--- src/rtl/sif_xa_master.sv ---
// SIF xa-side initiator: valid/ready commands in, xa_wr_s/xa_rd_s strobe cycles out, read data back on a response stream.
// Optional SIF_XA_MASTER_STATS_EN adds saturating write/read counters with a synchronous clear.
module sif_xa_master #(
  parameter int ADDR_W = 16,
  parameter int DATA_W = 16,
  parameter int RD_LAT = 1
) (
  input  logic              clk,
  input  logic              rst_n,
  input  logic              cmd_valid,
  output logic              cmd_ready,
  input  logic              cmd_wr,
  input  logic [ADDR_W-1:0] cmd_addr,
  input  logic [DATA_W-1:0] cmd_wdata,
  output logic              rsp_valid,
  input  logic              rsp_ready,
  output logic [ADDR_W-1:0] rsp_addr,
  output logic [DATA_W-1:0] rsp_rdata,
  output logic [ADDR_W-1:0] xa_addr,
  output logic [DATA_W-1:0] xa_data_wr,
  output logic              xa_wr_s,
  output logic              xa_rd_s,
  input  logic [DATA_W-1:0] xa_data_rd,
  output logic              busy
`ifdef SIF_XA_MASTER_STATS_EN
  ,
  output logic [15:0]       wr_cnt,
  output logic [15:0]       rd_cnt,
  input  logic              stats_clr
`endif
);

  if (RD_LAT < 0 || RD_LAT > 7) begin : g_bad_lat
    $error("sif_xa_master: RD_LAT must be in 0..7");
  end

  localparam int         LAT_M1   = (RD_LAT > 0) ? RD_LAT - 1 : 0;
  localparam logic [2:0] LAT_INIT = 3'(LAT_M1);

  typedef enum logic [2:0] {S_IDLE, S_WR, S_RD, S_WAIT, S_RESP} state_t;

  state_t            state_q, state_d;
  logic [2:0]        cnt_q, cnt_d;
  logic [ADDR_W-1:0] xa_addr_q, xa_addr_d;
  logic [DATA_W-1:0] xa_wdat_q, xa_wdat_d;
  logic              wr_s_q, wr_s_d, rd_s_q, rd_s_d;
  logic              rv_q, rv_d;
  logic [ADDR_W-1:0] raddr_q, raddr_d;
  logic [DATA_W-1:0] rdata_q, rdata_d;
  logic              ready_q, ready_d, busy_q, busy_d;
  logic              accept;

  assign accept = cmd_valid && ready_q;

  always_comb begin
    state_d   = state_q;
    cnt_d     = cnt_q;
    xa_addr_d = xa_addr_q;
    xa_wdat_d = xa_wdat_q;
    wr_s_d    = 1'b0;
    rd_s_d    = 1'b0;
    rv_d      = rv_q;
    raddr_d   = raddr_q;
    rdata_d   = rdata_q;
    case (state_q)
      S_IDLE, S_WR: begin
        if (accept) begin
          xa_addr_d = cmd_addr;
          if (cmd_wr) begin
            xa_wdat_d = cmd_wdata;
            wr_s_d    = 1'b1;
            state_d   = S_WR;
          end else begin
            rd_s_d  = 1'b1;
            state_d = S_RD;
          end
        end else begin
          state_d = S_IDLE;
        end
      end
      S_RD: begin
        if (RD_LAT == 0) begin
          rdata_d = xa_data_rd;
          raddr_d = xa_addr_q;
          rv_d    = 1'b1;
          state_d = S_RESP;
        end else begin
          cnt_d   = LAT_INIT;
          state_d = S_WAIT;
        end
      end
      S_WAIT: begin
        // xa_addr is held through the wait, so it still names the read
        if (cnt_q == 3'd0) begin
          rdata_d = xa_data_rd;
          raddr_d = xa_addr_q;
          rv_d    = 1'b1;
          state_d = S_RESP;
        end else begin
          cnt_d = cnt_q - 3'd1;
        end
      end
      S_RESP: begin
        if (rsp_ready) begin
          rv_d    = 1'b0;
          state_d = S_IDLE;
        end
      end
      default: state_d = S_IDLE;
    endcase
    ready_d = (state_d == S_IDLE) || (state_d == S_WR);
    busy_d  = (state_d != S_IDLE);
  end

  always_ff @(posedge clk or negedge rst_n) begin
    if (!rst_n) begin
      state_q   <= S_IDLE;
      cnt_q     <= '0;
      xa_addr_q <= '0;
      xa_wdat_q <= '0;
      wr_s_q    <= 1'b0;
      rd_s_q    <= 1'b0;
      rv_q      <= 1'b0;
      raddr_q   <= '0;
      rdata_q   <= '0;
      ready_q   <= 1'b0;
      busy_q    <= 1'b0;
    end else begin
      state_q   <= state_d;
      cnt_q     <= cnt_d;
      xa_addr_q <= xa_addr_d;
      xa_wdat_q <= xa_wdat_d;
      wr_s_q    <= wr_s_d;
      rd_s_q    <= rd_s_d;
      rv_q      <= rv_d;
      raddr_q   <= raddr_d;
      rdata_q   <= rdata_d;
      ready_q   <= ready_d;
      busy_q    <= busy_d;
    end
  end

  assign cmd_ready  = ready_q;
  assign busy       = busy_q;
  assign xa_addr    = xa_addr_q;
  assign xa_data_wr = xa_wdat_q;
  assign xa_wr_s    = wr_s_q;
  assign xa_rd_s    = rd_s_q;
  assign rsp_valid  = rv_q;
  assign rsp_addr   = raddr_q;
  assign rsp_rdata  = rdata_q;

`ifdef SIF_XA_MASTER_STATS_EN
  logic [15:0] wr_cnt_q, wr_cnt_d, rd_cnt_q, rd_cnt_d;

  always_comb begin
    wr_cnt_d = wr_cnt_q;
    rd_cnt_d = rd_cnt_q;
    if (stats_clr) begin
      wr_cnt_d = '0;
      rd_cnt_d = '0;
    end else begin
      if (wr_s_q && (wr_cnt_q != 16'hFFFF)) wr_cnt_d = wr_cnt_q + 16'd1;
      if (rv_q && rsp_ready && (rd_cnt_q != 16'hFFFF)) rd_cnt_d = rd_cnt_q + 16'd1;
    end
  end

  always_ff @(posedge clk or negedge rst_n) begin
    if (!rst_n) begin
      wr_cnt_q <= '0;
      rd_cnt_q <= '0;
    end else begin
      wr_cnt_q <= wr_cnt_d;
      rd_cnt_q <= rd_cnt_d;
    end
  end

  assign wr_cnt = wr_cnt_q;
  assign rd_cnt = rd_cnt_q;
`endif

endmodule

--- config.mk ---
export PLATFORM = sky130hd
export DESIGN_NAME = sif_xa_master
export DESIGN_NICKNAME = d
export VERILOG_FILES = /design/src/rtl/sif_xa_master.sv
export SDC_FILE = /design/constraint.sdc
export NUM_CORES = 1
export LEC_CHECK = 0
export ABC_AREA = 1
export BUFFER_PORTS_ARGS = -buffer_cell sky130_fd_sc_hd__buf_2
export CORE_MARGIN = 5
export CORE_UTILIZATION = 43
export DETAILED_ROUTE_END_ITERATION = 12
export GPL_TIMING_DRIVEN = 0
export HOLD_SLACK_MARGIN = 0.03
export PLACE_DENSITY = 0.76
export SYNTH_ARGS = -nofsm -noshare
export SYNTH_HDL_FRONTEND = slang
export SYNTH_SLANG_ARGS = --single-unit
--- constraint.sdc ---
create_clock -name clk -period 1.3 [get_ports clk]
set_clock_uncertainty 0.2 [all_clocks]
set_input_delay 0 -clock clk [delete_from_list [all_inputs] [get_ports clk]]
set_output_delay 0 -clock clk [all_outputs]
set_load 0.01 [all_outputs]
==> results of run 1 <==
timing repair:
item	in CTS	in global routing
endpoints found under the setup margin	74	74
pin swaps	10	15
endpoints found under the hold margin	130	31
gates cloned	4	5
buffers inserted	19	4
gates resized for setup	57	85
flip-flops by register name, summed over array words and instances, names as in the netlist:
signal / count
xa_wr_s: 1
xa_rd_s: 1
busy: 1
state_q: 3
rsp_valid: 1
rsp_addr: 16
xa_addr: 16
cmd_ready: 1
xa_data_wr: 16
cnt_q: 3
rsp_rdata: 16
synth_stat cells, types with 2 or more instances:
library cell	instances
a21oi_1	10
buf_2	3
buf_4	2
buf_6	8
dfrtp_1	75
ha_1	2
inv_1	15
inv_2	2
nand2_1	135
nand2_4	2
nand3_1	34
nor2_1	12
nor2_2	2
o21ai_0	3
o21ai_2	8
kinds of logic (layout without fill, tap and decap cells):
| family | count (synthesis) | count (layout) |
|---|---|---|
| AO/OA/AOI/OAI | 21 | 21 |
| buffers and inverters | 31 | 251 |
| AND/OR/NAND/NOR | 187 | 188 |
| flip-flops | 75 | 75 |
| adder cells (fa/ha/maj) | 2 | 2 |
| XOR/XNOR | 1 | 1 |
cells in the final DEF, fill, tap and decap left out:
master,count
nor2_4,8
nor2_1,6
a21oi_1,3
inv_2,2
nand3_4,2
buf_4,19
dfrtp_2,2
xor2_1,1
o21ai_2,10
o21ai_1,1
a21oi_2,7
nand3_1,33
ha_4,1
bufinv_16,3
nand2_8,3
nand2_4,15
clkbuf_1,1
nor2_2,1
dfrtp_1,73
clkbuf_8,10
buf_2,120
nand2_1,66
inv_8,1
inv_4,1
nand2_2,54
buf_6,12
ha_1,1
buf_16,1
clkinv_2,2
inv_1,13
buf_8,5
dlygate4sd3_1,52
clkbuf_16,4
buf_12,4
clkinv_4,1
metal layers:
metal	share of wire, %	global-route usage (%)	vias to the layer above
li1	-	-	1428
met1	39	25.8	1429
met2	53	36.7	109
met3	6.6	5.45	11
met4	1.4	5.78	0
met5	0	0	-
power breakdown:
group / switching, mW / internal (mW)
sequential: 0.816 / 3.42
clock: 0.825 / 1.32
combinational: 3.37 / 2.88
total: 5.01 / 7.62
final timing paths:
check                              from            end  cells past startpoint
setup / recovery               cnt_q[1]   rsp_rdata[3]                      8
hold / removal                    rst_n    rsp_addr[1]                      2
setup reg to reg               cnt_q[1]   rsp_rdata[3]                      8
hold reg to reg            rsp_rdata[7]   rsp_rdata[7]                      2
max in group asynchronous         rst_n     state_q[1]                      3
min in group clk           cmd_wdata[2]  xa_data_wr[2]                      4
final cells by class:
class | count | share of cell area, %
plain buffers | 13 | 2.97
clock buffers | 11 | 2.64
clock inverters | 5 | 1.87
inverters | 18 | 1.54
multi-input cells | 212 | 25.2
flip-flops and latches | 75 | 35.1
well taps | 96 | 2.24
repair buffers | 204 | 28.4
stage by stage:
stage	cell area, sq um	hold WS, ns	TNS [ns]	utilization, %
2_1_floorplan	3040	-0.496	-3.23	-
3_3_place_gp	3770	-0.00654	-40.22	55.2
3_5_place_dp	3790	-0.230	-11.25	55.5
4_1_cts	4930	-0.0431	-7.54	72.2
5_1_grt	5350	-0.0246	-12.75	78.4
6_report	5350	-0.0548	-8.99	78.4
==> results.cfg, run 1 <==
[cells_and_area]
multi_input_area_sq_um = 1350
fillers = 462
area_delta_synth_final_pct = 77.3
drive_above_1_share_pct = 53.5
diodes = 0
fin_nets = 588
layout.cells.non_filler = 634
regArea_sq_um = 1880

[critical_path]
crit_path_max_fanout = 5
crit_buf_inv = 3
required_ns = 1.32
slowest_delay_ns = 0.41
path_class = flip-flop to flip-flop
critical_path.top_delay_family = flip-flops
crit_slowest_cell = dfrtp_1
cp_cell_sequence = inv_2 -> ha_4 -> nand2_4 -> inv_8 -> nand2_8 -> clkbuf_16 -> nand2_1 -> nand2_1
cpMostUsedCell = nand2_1
start_kind = flip-flop
cp.arrival_ns = 1.53
reg2reg_slack_ns = -0.20
crit_path_end_kind = flip-flop

[cts]
cts.htree.levels = 3
cts_tree = done
postCtsHoldBufs = 52
clock_path_buffers = 2
worstSkewPairLatency_ns = 0.33
numClockSinks = 75
clk_pin_slew_worst_paths_ns = 0.08
clock-root-buffer = clkbuf_8
cts_inserted_buffers = 9

[outcome]
violations = hold timing, setup timing
status = complete, but fails checks

[power]
power_density_nw_per_um2 = 2360
finalPower_mw = 12.6
vdd_drop_max_uv = 1200
p_leak_nw = 2.80

[floorplanning]
fp.dieW_um = 93.8
core.rowCount = 30
die_area_sq_um = 8800
io_pins = 122
initial_utilization_pct = 44.2
core_sq_um = 6830
fp.dieH_um = 93.8

[logic_synthesis]
synth.largest_area_cell = dfrtp_1
synthMuxAreaShare_pct = 0
synth_compound_area_share_pct = 4.47
ys_seq_elements = 75
yosys.area_share.simple_pct = 26.0
ys_seq_area_share_pct = 62.1
synth_top_area_share_pct = 62.1
synth-main-ff-cell = dfrtp_1
ys_top_cells_by_area = dfrtp_1 62%, nand2_1 17%, nand3_1 5.6%
synth_edf_count = 0
yosys_warnings = 0
syn-num-nets = 372
avgSynthCellArea_sq_um = 9.53
synth_top_family_by_area = simple AND/OR/NAND/NOR gates
synth_xor_area_share_pct = 0.290
synth-async-reset-ratio_pct = 100
synthCells = 317
ys_types = 19
synth-adder-area-share_pct = 0.829
syn_area_sq_um = 3020

[route]
vias_per_cell = 4.70
drc_errors = 0
num_vias = 2977
drt_iter0_markers = 86
drtAntennaViolNets = 0
wl_per_cell_um = 15.1
wl_um = 9570
firstDrtPassIters = 4

[timing]
drv_slew = 0
worst_slew_pin_slew_ns = 0.422
timing.fmax_mhz = 665
hold-worst-slack_ns = -0.0548
relSlewSlack_pct = 71.9
finalHoldViolCount = 31
fin_ws_ns = -0.204
rsz0062_at_grt = true
min_period_over_period_pct = 116
fin_crit_ns = 1.50
finalSetupViolations = 73

[placement]
dp_cells = 535
dp_hpwl_um = 5410
place.gp.congestion = 0.735
io_buffer_count = 121
pre_cts_slack_ns = -0.246

[global_route]
grt_pass1_vias = 2980
grt_max_degree = 45
antenna_found_initial = 0
grt_pass1_wl_um = 14500
grt.total_usage_pct = 21.1
grt-ovfl-total = 0

[worst_hold_path]
hp-class = primary input to async pin

[flow_run]
max-cap-violations = 0
Power figures use the tool's default switching activity.
==> run 2: changes to the inputs <==
==> constraint.sdc (replaced) <==
create_clock -name clk -period 1.3 [get_ports clk]
set_clock_uncertainty 0.2 [all_clocks]
set_input_delay 0 -clock clk [delete_from_list [all_inputs] [get_ports clk]]
set_output_delay 0 -clock clk [all_outputs]
set_load 0.02 [all_outputs]
==> run 2 against run 1 <==
Compared with the run above:
- the run still ends with hold timing, setup timing left
- largest power group unchanged
- non-clock buffer count is 9 lower
- highest routed layer unchanged
- critical endpoint is now rsp_rdata[2]
- clock power is 4% higher
- clock-buffer cell count stayed put
==> results.cfg, run 2 (same netlist as run 1, synthesis figures left out) <==
[critical_path]
slowest_delay_ns = 0.39
crit_path_max_fanout = 10
crit_buf_inv = 3
crit_path_end_kind = flip-flop
path_class = flip-flop to flip-flop
required_ns = 1.33
start_kind = flip-flop
cp.arrival_ns = 1.47
cp_cell_sequence = inv_2 -> ha_4 -> nand2_4 -> inv_6 -> nand2_8 -> buf_8 -> nand2_2 -> nand2_1
critical_path.top_delay_family = flip-flops
crit_slowest_cell = dfrtp_1

[floorplanning]
initial_utilization_pct = 44.2
core.rowCount = 30
core_sq_um = 6830
io_pins = 122
fp.dieW_um = 93.8
fp.dieH_um = 93.8
die_area_sq_um = 8800

[placement]
place.gp.congestion = 0.717
place_area_sq_um = 3800
pre_cts_slack_ns = -0.254
io_buffer_count = 121
dp_hpwl_um = 5280

[route]
wl_per_cell_um = 15.0
drc_errors = 0
num_vias = 2932
drtAntennaViolNets = 0
firstDrtPassIters = 4
drt_iter0_markers = 93
wl_um = 9330
vias_per_cell = 4.70

[flow_run]
max-cap-violations = 0

[cells_and_area]
drive_above_1_share_pct = 47.9
diodes = 0
final_common_cell = buf_2
fin_area_sq_um = 5130
area_delta_synth_final_pct = 69.9
regArea_sq_um = 1880
fin_nets = 578
final_core_util_pct = 75.1
fillers = 495
mostFrequentLayoutCells = 120 x buf_2, 90 x nand2_1, 72 x dfrtp_1
multi_input_area_sq_um = 1240

[timing]
relSlewSlack_pct = 72.8
finalHoldViolCount = 29
timing.fmax_mhz = 696
fin_ws_ns = -0.136
finalSetupViolations = 71
rsz0062_at_grt = true
min_period_over_period_pct = 110
fin_crit_ns = 1.44
worst_slew_pin_slew_ns = 0.408
drv_slew = 0
hold-worst-slack_ns = -0.0713

[global_route]
grt_max_degree = 47
grt_pass1_vias = 3083
antenna_found_initial = 0
grt.total_usage_pct = 21.5
grt-ovfl-total = 0
grt_pass1_wl_um = 14800

[outcome]
status = complete, but fails checks
violations = hold timing, setup timing

[power]
power_density_nw_per_um2 = 2510
vdd_drop_max_uv = 1270
p_leak_nw = 2.73

[cts]
postCtsHoldBufs = 52
cts_tree = done
worstSkewPairLatency_ns = 0.33
cts_inserted_buffers = 9
clock-root-buffer = clkbuf_8
clock_path_buffers = 2
numClockSinks = 75
cts.htree.levels = 3
clk_pin_slew_worst_paths_ns = 0.08

[worst_hold_path]
hp-class = primary input to async pin
==> run 2: changes by cell type in the layout (fill, tap and decap cells not counted), sizes merged <==
| cell | previous run | this run |
|---|---|---|
| inv | 17 | 19 |
| clkbuf | 15 | 12 |
| clkinv | 3 | 1 |
| buf | 161 | 155 |
| nand2 | 138 | 137 |
==> run 2: final timing paths <==
path	from	endpoint	slack, ns	cells after the start
worst max register to register	cnt_q[0]	rsp_rdata[2]	-0.14	8
max in group asynchronous	rst_n	cmd_ready	0.38	3
min in group clk	cmd_wdata[10]	xa_data_wr[10]	0.20	4
worst min register to register	rsp_rdata[4]	rsp_rdata[4]	0.28	2
worst max-delay path	cnt_q[0]	rsp_rdata[2]	-0.14	8
worst min-delay path	rst_n	rsp_addr[4]	-0.07	2
==> run 2: layer usage <==
layer  wire length, um  track usage [%]  up-vias
li1                  -                -     1411
met1              3520             24.5     1386
met2              4950             38.3      117
met3               678             5.77       18
met4               183             8.30        0
met5                 0                0        -
==> run 2: where the power goes <==
part / switching, mW / leakage [nW] / internal [mW]
sequential: 0.776 / 0.921 / 3.42
clock: 0.851 / 0.130 / 1.39
combinational: 3.91 / 1.68 / 2.55
==> run 2: timing repair <==
item | CTS | global route
resized for setup | 58 | 51
cloned | 3 | 1
hold endpoints to repair | 131 | 29
setup buffers | 15 | 2
endpoints found under the setup margin | 66 | 72
pin swaps | 16 | 11
==> run 2: layout make-up <==
cell class              count  share of cell area, %
plain buffers              13                   2.93
clock buffers              11                   2.95
well taps                  96                   2.34
flip-flops and latches     75                   36.6
multi-input cells         211                   24.3
inverters                  18                   1.66
repair buffers            195                   27.1
clock inverters             5                   2.10
==> run 2: worst reg2reg max path: cells and delay by family, from the launching register on <==
family                   cells  cell delay (ns)
flip-flops                   1             0.39
buffers and inverters        3             0.33
AND/OR/NAND/NOR              4             0.26
adder cells (fa/ha/maj)      1             0.15
==> run 2: metrics by stage <==
stage	setup TNS [ns]	std cells	total power, mW
after floorplan	-3.57	317	7.38
after global placement	-39.95	534	8.98
after detailed placement	-10.81	535	9.14
after CTS	-5.92	621	12.4
after global routing	-10.81	624	13.7
final	-6.33	624	12.9
==> run 3: changes to the inputs <==
==> config.mk (replaced) <==
export PLATFORM = sky130hd
export DESIGN_NAME = sif_xa_master
export DESIGN_NICKNAME = d
export VERILOG_FILES = /design/src/rtl/sif_xa_master.sv
export SDC_FILE = /design/constraint.sdc
export NUM_CORES = 1
export LEC_CHECK = 0
export BUFFER_PORTS_ARGS = -buffer_cell sky130_fd_sc_hd__buf_2
export CORE_MARGIN = 5
export CORE_UTILIZATION = 43
export DETAILED_ROUTE_END_ITERATION = 12
export GPL_TIMING_DRIVEN = 0
export PLACE_DENSITY = 0.77
export SYNTH_ARGS = -nofsm -noshare
export SYNTH_HDL_FRONTEND = slang
export SYNTH_SLANG_ARGS = --single-unit
==> run 3 against run 2 <==
Compared with the run above:
- final cell count fell by 17%
- die area decreased by 3.9%
- the run still ends with hold timing, setup timing left
- critical endpoint is now rsp_rdata[3]
- critical path type unchanged
- combinational power decreased by 2%
- power is 4.4% lower
- global-route usage grew 0.75 points
- clock-buffer cell count fell by 1
- first-iteration DRC count is 7.5% lower
- highest routed layer is now met5
==> results.cfg, run 3 <==
[critical_path]
start_kind = flip-flop
path_class = flip-flop to flip-flop
crit_path_end_kind = flip-flop
crit_path_max_fanout = 9
rr_worst_depth = 6
cp.arrival_ns = 1.89
rr_startpoint = state_q[2]
required_ns = 1.34
reg2reg_to = rsp_rdata[3]
reg2reg_slack_ns = -0.55

[global_route]
grt_pass1_wl_um = 14600
antenna_found_initial = 1
grt-ovfl-total = 0
grt_pass1_vias = 2796
grt_max_degree = 49
grt.total_usage_pct = 22.3

[route]
firstDrtPassIters = 4
num_vias = 2557
drc_errors = 0
drtAntennaViolNets = 0
vias_per_cell = 4.95
drt_iter0_markers = 86
wl_um = 9320
wl_per_cell_um = 18.0

[cells_and_area]
layout.cells.non_filler = 517
fillers = 339
fin_nets = 490
final_common_cell = buf_2
drive_above_1_share_pct = 62.5
mostFrequentLayoutCells = 120 x buf_2, 73 x dfrtp_1, 52 x dlygate4sd3_1
area_delta_synth_final_pct = 80.7
diodes = 0

[logic_synthesis]
yosysMostFrequentCell = dfrtp_1
synth_xor_area_share_pct = 0
synth_top_area_share_pct = 65.0
synthMuxAreaShare_pct = 18.7
synth_edf_count = 0
ys_seq_area_share_pct = 65.0
syn-num-nets = 270
synth_top_family_by_area = multiplexers
yosys_warnings = 0
synth-async-reset-ratio_pct = 100
synth_compound_area_share_pct = 1.65
yosys.area_share.simple_pct = 11.4
synth-adder-area-share_pct = 0.866
syn_area_sq_um = 2890
ys_seq_elements = 75
synth.largest_area_cell = dfrtp_1
ys_types = 27
avgSynthCellArea_sq_um = 13.4
ys_top_cells_by_area = dfrtp_1 65%, mux2_2 18%, nand2_1 6.6%
synth_common_cells = 75 x dfrtp_1, 51 x nand2_1, 46 x mux2_2
synthCells = 215
synth-main-ff-cell = dfrtp_1

[placement]
io_buffer_count = 121
place.gp.congestion = 0.669
dp_cells = 414
pre_cts_slack_ns = -0.638
dp_hpwl_um = 4670

[cts]
clk_pin_slew_worst_paths_ns = 0.08
cts_tree = done
postCtsHoldBufs = 52
numClockSinks = 75
cts_inserted_buffers = 9
clock_path_buffers = 2
worstSkewPairLatency_ns = 0.35
cts.htree.levels = 3
clock-root-buffer = clkbuf_8

[floorplanning]
io_pins = 122
initial_utilization_pct = 44.7
core_sq_um = 6460
die_area_sq_um = 8460
core.rowCount = 29
fp.dieH_um = 92.0
fp.dieW_um = 92.0

[outcome]
status = complete, but fails checks
violations = hold timing, setup timing

[power]
vdd_drop_max_uv = 1470
power_density_nw_per_um2 = 2360
finalPower_mw = 12.3
p_leak_nw = 2.70

[worst_hold_path]
hp-class = primary input to async pin

[timing]
timing.fmax_mhz = 540
worst_slew_pin_slew_ns = 0.412
hold-worst-slack_ns = -0.0551
fin_crit_ns = 1.85
finalHoldViolCount = 27
drv_slew = 0
relSlewSlack_pct = 72.5
min_period_over_period_pct = 142
fin_ws_ns = -0.551
finalSetupViolations = 74
rsz0062_at_grt = true

[flow_run]
max-cap-violations = 0
[run 3: where the power goes]
part | switching, mW | internal [mW] | leakage (nW) | total (mW)
Combinational | 3.17 | 3.18 | 1.67 | 6.35
Sequential | 0.757 | 3.40 | 0.924 | 4.16
Clock | 0.887 | 0.939 | 0.102 | 1.83
[run 3: area by class of cell]
| class | count | area [sq um] | share of cell area [%] |
|---|---|---|---|
| sequential | 75 | 1880 | 36.0 |
| timing repair buffer | 209 | 1590 | 30.4 |
| multi-input combinational | 128 | 1270 | 24.4 |
| buffer | 9 | 165 | 3.16 |
| clock buffer | 10 | 138 | 2.64 |
| tap | 77 | 96.3 | 1.85 |
| clock inverter | 6 | 65.1 | 1.25 |
| inverter | 3 | 13.8 | 0.264 |
[run 3: cells by family (layout without fill, tap and decap cells)]
kind of cell             count (synthesis)  after routing
adder cells (fa/ha/maj)                  2              2
buffers and inverters                   12            237
AO/OA/AOI/OAI                            8              8
flip-flops                              75             75
AND/OR/NAND/NOR                         70             70
multiplexers                            48             48
[run 3: worst max path at each step]
| stage | end | cells past startpoint | from | slack (ns) |
|---|---|---|---|---|
| floorplan | rsp_rdata[10] | 6 | cnt_q[0] | -0.43 |
| global placement | rsp_addr[4] | 6 | cnt_q[0] | -0.62 |
| detailed placement | rsp_addr[6] | 6 | cnt_q[0] | -0.64 |
| CTS | rsp_rdata[8] | 7 | cnt_q[1] | -0.57 |
| global route | rsp_addr[15] | 7 | cnt_q[0] | -0.60 |
| finish | rsp_rdata[3] | 6 | state_q[2] | -0.55 |
[run 3: timing repair]
item,in CTS,in global routing
endpoints found under the hold margin,130,27
pin swaps,26,10
resized for setup,82,40
buffers inserted,22,13
cloned,5,1
setup endpoints to repair,75,75
[run 3: metal layers]
| metal | track usage, % | share of wire (%) | vias up |
|---|---|---|---|
| met5 | 0 | 0.21 | - |
| met3 | 6.30 | 6.9 | 23 |
| met1 | 26.3 | 39 | 1264 |
| met2 | 38.3 | 51 | 103 |
| li1 | - | - | 1165 |
| met4 | 9.16 | 2.5 | 2 |
[run 3: through the flow]
step	area [sq um]	util, %	setup TNS (ns)
after floorplan	2990	-	-19.59
after global placement	3690	57.1	-57.47
after detailed placement	3720	57.6	-29.79
after CTS	5030	77.9	-28.19
after global routing	5220	80.8	-35.93
final	5220	80.8	-33.04
[run 3: critical path: stages (launching register included)]
cell	delay, ns
dfrtp_1	0.42
nand2b_1	0.19
buf_6	0.16
nor2_4	0.15
buf_12	0.16
buf_12	0.12
mux2_2	0.34
